===== config.mk =====
export PLATFORM = sky130hd
export DESIGN_NAME = mmc1_serial_loader
export DESIGN_NICKNAME = d
export VERILOG_FILES = /design/src/rtl/mmc1_pkg.sv /design/src/rtl/mmc1_sync.sv /design/src/rtl/mmc1_serial_loader.sv
export SDC_FILE = /design/constraint.sdc
export NUM_CORES = 1
export LEC_CHECK = 0
export BUFFER_PORTS_ARGS = -buffer_cell sky130_fd_sc_hd__clkbuf_2
export CAP_MARGIN = 5
export CORE_ASPECT_RATIO = 1.75
export CORE_UTILIZATION = 50
export DETAILED_ROUTE_END_ITERATION = 12
export PLACE_DENSITY = 0.76
export SLEW_MARGIN = 10
export SYNTH_ARGS = -nofsm -noshare
export SYNTH_HDL_FRONTEND = slang
export SYNTH_SLANG_ARGS = --single-unit

===== constraint.sdc =====
create_clock -name CLK -period 1.5 [get_ports CLK]
set_input_delay 0.075 -clock CLK [delete_from_list [all_inputs] [get_ports CLK]]
set_output_delay 0.075 -clock CLK [all_outputs]
set_load 0.01 [all_outputs]

===== src/rtl/mmc1_pkg.sv =====
// Shared definitions for the MMC1 serial loader: register selects, control reset mask, FSM states.
package mmc1_pkg;

  localparam logic [1:0] SEL_CONTROL = 2'b00;
  localparam logic [1:0] SEL_CHR0    = 2'b01;
  localparam logic [1:0] SEL_CHR1    = 2'b10;
  localparam logic [1:0] SEL_PRG     = 2'b11;

  localparam logic [4:0] CTRL_RESET_MASK = 5'b01100;

  typedef enum logic [1:0] {
    ST_IDLE   = 2'd0,
    ST_WR     = 2'd1,
    ST_COMMIT = 2'd2
  } state_e;

endpackage


===== src/rtl/mmc1_sync.sv =====
// Reset-valued multi-flop synchronizer for one asynchronous CPU bus signal.
module mmc1_sync #(
  parameter int unsigned STAGES    = 2,
  parameter logic        RESET_VAL = 1'b0
) (
  input  logic clk,
  input  logic rst_n,
  input  logic d,
  output logic q
);

  logic [STAGES-1:0] sync_q;
  logic [STAGES-1:0] sync_d;

  always_comb begin
    sync_d = {sync_q[STAGES-2:0], d};
  end

  always_ff @(posedge clk or negedge rst_n) begin
    if (!rst_n) begin
      sync_q <= {STAGES{RESET_VAL}};
    end else begin
      sync_q <= sync_d;
    end
  end

  assign q = sync_q[STAGES-1];

endmodule


===== src/rtl/mmc1_serial_loader.sv =====
// MMC1 CPU-write front end: synchronizes the bus, captures $8000-$FFFF writes and
// runs the 5-write serial protocol, emitting one-cycle register-update strobes.
module mmc1_serial_loader
  import mmc1_pkg::*;
#(
  parameter int unsigned SYNC_STAGES         = 2,
  parameter bit          IGNORE_BACK_TO_BACK = 1'b1
) (
  input  logic       CLK,
  input  logic       nRESET,
  input  logic       CPU_M2,
  input  logic       nCPU_ROMSEL,
  input  logic       nCPU_RW,
  input  logic       CPU_A14,
  input  logic       CPU_A13,
  input  logic       CPU_D0,
  input  logic       CPU_D7,
  output logic       REG_WE,
  output logic [1:0] REG_SEL,
  output logic [4:0] REG_DATA,
  output logic       CTRL_RESET,
  output logic [2:0] SHIFT_CNT
);

  logic m2_s, romsel_n_s, rw_n_s;

  mmc1_sync #(.STAGES(SYNC_STAGES), .RESET_VAL(1'b0)) u_sync_m2 (
    .clk(CLK), .rst_n(nRESET), .d(CPU_M2), .q(m2_s));
  mmc1_sync #(.STAGES(SYNC_STAGES), .RESET_VAL(1'b1)) u_sync_romsel (
    .clk(CLK), .rst_n(nRESET), .d(nCPU_ROMSEL), .q(romsel_n_s));
  mmc1_sync #(.STAGES(SYNC_STAGES), .RESET_VAL(1'b1)) u_sync_rw (
    .clk(CLK), .rst_n(nRESET), .d(nCPU_RW), .q(rw_n_s));

  state_e     state_q, state_d;
  logic       m2_prev_q, m2_prev_d;
  logic [1:0] cap_sel_q, cap_sel_d;
  logic       cap_d0_q, cap_d0_d;
  logic       cap_d7_q, cap_d7_d;
  logic [4:0] shift_q, shift_d;
  logic [2:0] cnt_q, cnt_d;
  logic       b2b_q, b2b_d;
  logic       reg_we_q, reg_we_d;
  logic       ctrl_reset_q, ctrl_reset_d;
  logic [1:0] reg_sel_q, reg_sel_d;
  logic [4:0] reg_data_q, reg_data_d;

  logic       wr_cond, m2_fall;
  logic [4:0] shift_next;

  assign wr_cond    = m2_s & ~romsel_n_s & ~rw_n_s;
  assign m2_fall    = m2_prev_q & ~m2_s;
  assign shift_next = {cap_d0_q, shift_q[4:1]};

  // The write is evaluated on the WR->COMMIT edge so the registered strobes are
  // visible during the COMMIT cycle, SYNC_STAGES+1 clocks after the M2 fall.
  always_comb begin
    state_d      = state_q;
    m2_prev_d    = m2_s;
    cap_sel_d    = cap_sel_q;
    cap_d0_d     = cap_d0_q;
    cap_d7_d     = cap_d7_q;
    shift_d      = shift_q;
    cnt_d        = cnt_q;
    b2b_d        = b2b_q;
    reg_we_d     = 1'b0;
    ctrl_reset_d = 1'b0;
    reg_sel_d    = reg_sel_q;
    reg_data_d   = reg_data_q;

    case (state_q)
      ST_IDLE: begin
        if (m2_fall) begin
          b2b_d = 1'b0;
        end
        if (wr_cond) begin
          cap_sel_d = {CPU_A14, CPU_A13};
          cap_d0_d  = CPU_D0;
          cap_d7_d  = CPU_D7;
          state_d   = ST_WR;
        end
      end
      ST_WR: begin
        if (wr_cond) begin
          cap_sel_d = {CPU_A14, CPU_A13};
          cap_d0_d  = CPU_D0;
          cap_d7_d  = CPU_D7;
        end else if (m2_fall) begin
          state_d = ST_COMMIT;
          if (b2b_q && IGNORE_BACK_TO_BACK) begin
            b2b_d = 1'b0;
          end else begin
            b2b_d = 1'b1;
            if (cap_d7_q) begin
              shift_d      = '0;
              cnt_d        = '0;
              ctrl_reset_d = 1'b1;
            end else if (cnt_q == 3'd4) begin
              reg_data_d = shift_next;
              reg_sel_d  = cap_sel_q;
              reg_we_d   = 1'b1;
              shift_d    = '0;
              cnt_d      = '0;
            end else begin
              shift_d = shift_next;
              cnt_d   = cnt_q + 3'd1;
            end
          end
        end else begin
          state_d = ST_IDLE;
        end
      end
      ST_COMMIT: begin
        state_d = ST_IDLE;
      end
      default: begin
        state_d = ST_IDLE;
      end
    endcase
  end

  always_ff @(posedge CLK or negedge nRESET) begin
    if (!nRESET) begin
      state_q      <= ST_IDLE;
      m2_prev_q    <= 1'b0;
      cap_sel_q    <= '0;
      cap_d0_q     <= 1'b0;
      cap_d7_q     <= 1'b0;
      shift_q      <= '0;
      cnt_q        <= '0;
      b2b_q        <= 1'b0;
      reg_we_q     <= 1'b0;
      ctrl_reset_q <= 1'b0;
      reg_sel_q    <= SEL_CONTROL;
      reg_data_q   <= '0;
    end else begin
      state_q      <= state_d;
      m2_prev_q    <= m2_prev_d;
      cap_sel_q    <= cap_sel_d;
      cap_d0_q     <= cap_d0_d;
      cap_d7_q     <= cap_d7_d;
      shift_q      <= shift_d;
      cnt_q        <= cnt_d;
      b2b_q        <= b2b_d;
      reg_we_q     <= reg_we_d;
      ctrl_reset_q <= ctrl_reset_d;
      reg_sel_q    <= reg_sel_d;
      reg_data_q   <= reg_data_d;
    end
  end

  assign REG_WE     = reg_we_q;
  assign REG_SEL    = reg_sel_q;
  assign REG_DATA   = reg_data_q;
  assign CTRL_RESET = ctrl_reset_q;
  assign SHIFT_CNT  = cnt_q;

endmodule


==> out/summary.md <==
The endpoint kind of the worst setup timing path is a register. Summed over all nets, the half-perimeter wirelength after detailed placement is 1320 µm. The share of total power dissipated in combinational logic is 12.8%.

At the end of the flow the core is filled with cells to 67.9%. The proportion of synthesized flip-flops having asynchronous set or reset was 100%; the residual DRC count was 0. The area growth from synthesis to layout is 25.4%.

Setup violations remaining at the end of the flow were counted as 0. The main flop type after synthesis is sky130_fd_sc_hd__dfrtp_1. In this run, flip-flops and latches consume 56.8% of the power. Dividing the detail-routed via count by the number of cells gives 5.22.

The source-to-sink clock delay at the later pin of the worst-skew pair was 0.33 ns. The clock drives 30 sinks. The cell with the largest stage delay on the worst path was sky130_fd_sc_hd__dfrtp_1. The clock network is responsible for 30.4% of the overall power.

The run gives 128 as the number of placed cells counting well taps. The critical path goes through inv_1 > ha_2 > nor3_1 > o31a_1 > a31o_2. The clock transition time at the flip-flop clock pins of the worst setup and hold paths was 0.10 ns.

The run gives 0.0152 ns as the clock tree skew after final layout. The internal power of the cells totals 0.00119 W. For the non-filler instance count after layout, the log shows 144.

The layer flagged by global routing as most heavily used is met2. The area of the core is 2120 µm², and the required time of the worst setup path is 1.72 ns. For the overall fraction of global-route tracks in use, the log shows 20.5%.

The transition time at the pin with the least slew margin is 0.702 ns, and the final worst-path cycle share is 91.6%. The unique cell type count in the Yosys netlist is 21, and the top fanout value on the critical path is 3. Entering global routing, the biggest net connects 31 pins. For the total count of hold-check failures in the final report, the log shows 0.

Global routing used 22.9% of the available met1 tracks. The flow ran to the end, and the final reports show no timing, DRC or antenna violations. Setup repair after global routing left no endpoint under its margin.

The clock passes through at most 2 buffers. Once the floorplan was initialized, standard cells occupied 54.2% of the core. The kind of start point of the critical path is a register. The largest single stage delay on the critical path is 0.41 ns. The tools report the number of H-tree levels as 2.

The initialized floorplan defines 22 standard-cell rows. For the number of detailed-routing iterations run before antenna repair, the log shows 4. Adding up every negative setup slack in the final design gives 0 ns.

Summing all multi-input logic gate instances after layout gives 362 µm². After filler insertion, the fill cell instance count of the layout stands at 158. Type of the worst min-delay path: in2async. TritonCTS built the clock tree. The die is 65.4 µm tall.

Across the VDD grid, the largest voltage drop is 1010 µV. The first-pass GRT wire length was 3420 µm. After synthesis, flip-flops and latches occupy 65.8% of the total area. The startpoint identified for the worst register-to-register timing path is SHIFT_CNT[0]$_DFFE_PN0P_. In this run, CTS created clock tree buffers numbering 5. By startpoint and endpoint, the worst setup path is classified as reg2reg. The count of buffers added on input and output ports is 20.

The post-route netlist has 43.3% of its cells at a drive strength greater than 1. Across the run, the number of max-cap violations was 0. The mean post-synth cell area is 14.0 µm², and the synthesis warning total is 0. Buffers added to address setup during post-CTS repair amount to 0. The logs give 1.59 ns for the data arrival time of the worst path and 777 for the via count of the first global-routing pass. For this block, the routed nets add up to 1940 µm of wire.

Derived from the worst setup path, the maximum achievable clock frequency is 0.728 GHz. Global routing used 32.4% of the available met2 tracks. The post-synthesis register bit count is 30, and the switching fraction of total power is 26.1%.

The area of the die was 2500 µm²; the depth of the worst register-to-register path was 5. After synthesis the cells add up to 1150 µm². The final max-slew violation count was 0; the horizontal die dimension was 38.2 µm. Average wire per cell in the routed design: 13.5 µm. The endpoint identified for the worst register-to-register timing path is SHIFT_CNT[2]$_DFFE_PN0P_. The repair_antennas step left the layout with diodes totalling 0. In this run the remaining antenna-violating nets after routing total 0. The tools report the root cell of the clock tree as sky130_fd_sc_hd__clkbuf_4.

Worst slew slack as a fraction of its limit: 53.2%. The run gives 130 as the layout net count. Across the whole layout, storage elements account for 756 µm².

For the synthesized instance count, the log shows 82. Summed over all layers, the global routing overflow is 0. Pin placement for this block handled 21 I/O pins. Setup slack on the worst reg-to-reg path comes out at 0.13 ns. For this block, the initial DRC count from the detailed router was 13. The number of antenna violations at the first check in global routing is 0, and the final weighted congestion in routability-driven placement is 0.807.

The via count of the routed design is 752, and the synthesized netlist net count is 93. The number of synthesized flops with an enable pin works out to 0. The met3 track demand over resource came out at 6.76%. In this run the power spent charging and discharging nets is 0.000421 W.

The leakage power came out at 0.727 nW. The final critical path time including I/O delays and setup came out at 1.37 ns. The ratio of total power to cell area works out to 1120 nW/µm².
synthesized netlist by cell type, types with 2 or more instances:
library cell | n | area [µm²]
sky130_fd_sc_hd__mux2_2 | 10 | 113
sky130_fd_sc_hd__nor2_1 | 4 | 15.0
sky130_fd_sc_hd__o21ai_0 | 7 | 35.0
sky130_fd_sc_hd__nor3_1 | 2 | 10.0
sky130_fd_sc_hd__ha_1 | 2 | 25.0
sky130_fd_sc_hd__dfstp_2 | 4 | 105
sky130_fd_sc_hd__nand4_1 | 3 | 18.8
sky130_fd_sc_hd__o31ai_1 | 3 | 22.5
sky130_fd_sc_hd__inv_1 | 5 | 18.8
sky130_fd_sc_hd__nand2_1 | 6 | 22.5
sky130_fd_sc_hd__dfrtp_1 | 26 | 651
sequential cells by signal, summed over array words and instances, names as in the netlist:
register	flops
shift_q	4
u_sync_m2.sync_q	2
cap_d0_q	1
state_q	2
REG_WE	1
m2_prev_q	1
cap_d7_q	1
SHIFT_CNT	3
REG_SEL	2
cap_sel_q	2
b2b_q	1
CTRL_RESET	1
u_sync_romsel.sync_q	2
REG_DATA	5
u_sync_rw.sync_q	2
routing by layer:
layer | wire length, µm | vias to the layer above | share of wire, %
li1 | - | 362 | -
met1 | 752 | 362 | 39
met2 | 1010 | 22 | 52
met3 | 112 | 6 | 5.8
met4 | 61 | 0 | 3.1
met5 | 0 | - | 0
worst max-delay path by stage:
stage                                        start                  endpoint  slack [ns]  cells after the start
final                     SHIFT_CNT[0]$_DFFE_PN0P_  SHIFT_CNT[2]$_DFFE_PN0P_        0.13                      5
after global routing      SHIFT_CNT[0]$_DFFE_PN0P_   REG_DATA[0]$_DFFE_PN0P_        0.05                      4
after detailed placement  SHIFT_CNT[0]$_DFFE_PN0P_    shift_q[3]$_DFFE_PN0P_        0.05                      5
after floorplan           SHIFT_CNT[0]$_DFFE_PN0P_    shift_q[1]$_DFFE_PN0P_        0.16                      5
after CTS                 SHIFT_CNT[0]$_DFFE_PN0P_   REG_DATA[3]$_DFFE_PN0P_        0.06                      4
after global placement    SHIFT_CNT[0]$_DFFE_PN0P_    shift_q[3]$_DFFE_PN0P_        0.04                      5
metrics by stage:
stage / worst slack (ns) / area (µm²) / hold slack (ns) / power, W
6_report: 0.126 / 1440 / 0.310 / 0.00161
2_1_floorplan: 0.159 / 1150 / -0.221 / 0.00104
4_1_cts: 0.0559 / 1440 / 0.325 / 0.00163
5_1_grt: 0.0461 / 1440 / 0.363 / 0.00170
3_5_place_dp: 0.0451 / 1290 / 0.157 / 0.00112
3_3_place_gp: 0.0426 / 1290 / 0.147 / 0.00111
cell families (layout without fill, tap and decap cells):
kind of cell,count (synthesis),in the layout,synth area share [%]
DFF,30,30,65.8
and+or+nand+nor,18,18,11.3
AOI/OAI and AO/OA,14,14,7.62
muxes,10,10,9.80
buffers and inverters,8,46,3.27
adders and majority gates,2,2,2.18
power by group through the flow:
stage / Sequential (W) / Combinational (W) / Clock, W
2_1_floorplan: 0.000929 / 0.000110 / 0
3_3_place_gp: 0.000929 / 0.000177 / 0
3_5_place_dp: 0.000933 / 0.000183 / 0
4_1_cts: 0.000918 / 0.000204 / 0.000511
5_1_grt: 0.000925 / 0.000241 / 0.000534
6_report: 0.000917 / 0.000206 / 0.000491
final cells by class:
cell class | instances | area share, %
repair buffers | 32 | 14.6
flip-flops and latches | 30 | 52.5
multi-input cells | 44 | 25.1
clock inverters | 1 | 0.348
inverters | 6 | 1.56
well taps | 24 | 2.09
clock buffers | 7 | 3.82
layout by cell type, fill, tap and decap left out:
cell type	netlist	final
sky130_fd_sc_hd__nand2_1	6	6
sky130_fd_sc_hd__o31a_1	1	1
sky130_fd_sc_hd__o31ai_1	3	3
sky130_fd_sc_hd__o21ai_0	7	7
sky130_fd_sc_hd__dfstp_2	4	4
sky130_fd_sc_hd__nor4b_2	1	1
sky130_fd_sc_hd__dlygate4sd3_1	0	8
sky130_fd_sc_hd__a21o_1	1	1
sky130_fd_sc_hd__clkbuf_4	0	5
sky130_fd_sc_hd__nand4_1	3	3
sky130_fd_sc_hd__inv_2	1	1
sky130_fd_sc_hd__a21oi_2	0	1
sky130_fd_sc_hd__clkbuf_1	1	1
sky130_fd_sc_hd__buf_4	0	4
sky130_fd_sc_hd__nor2_1	4	4
sky130_fd_sc_hd__clkinv_2	0	1
sky130_fd_sc_hd__dfrtp_1	26	26
sky130_fd_sc_hd__nand4bb_4	1	1
sky130_fd_sc_hd__inv_1	5	5
sky130_fd_sc_hd__ha_1	2	1
sky130_fd_sc_hd__nand4_4	1	1
sky130_fd_sc_hd__clkbuf_8	0	1
sky130_fd_sc_hd__ha_2	0	1
sky130_fd_sc_hd__a31o_2	1	1
sky130_fd_sc_hd__nor3_1	2	2
sky130_fd_sc_hd__clkbuf_2	0	20
sky130_fd_sc_hd__mux2_2	10	10
worst max-delay path, delay by kind of cell (launching register included):
family	cells	cell delay, ns
compound gates	2	0.45
buf+inv	1	0.10
flops	1	0.41
simple gates	1	0.07
fa+ha+maj	1	0.23
timing repair:
action	4_1_cts	5_1_grt
resized for setup	1	1
endpoints found under the setup margin	1	2
hold buffers	8	0
cloned	0	0
endpoints found under the hold margin	33	0
Power figures use the tool's default switching activity.
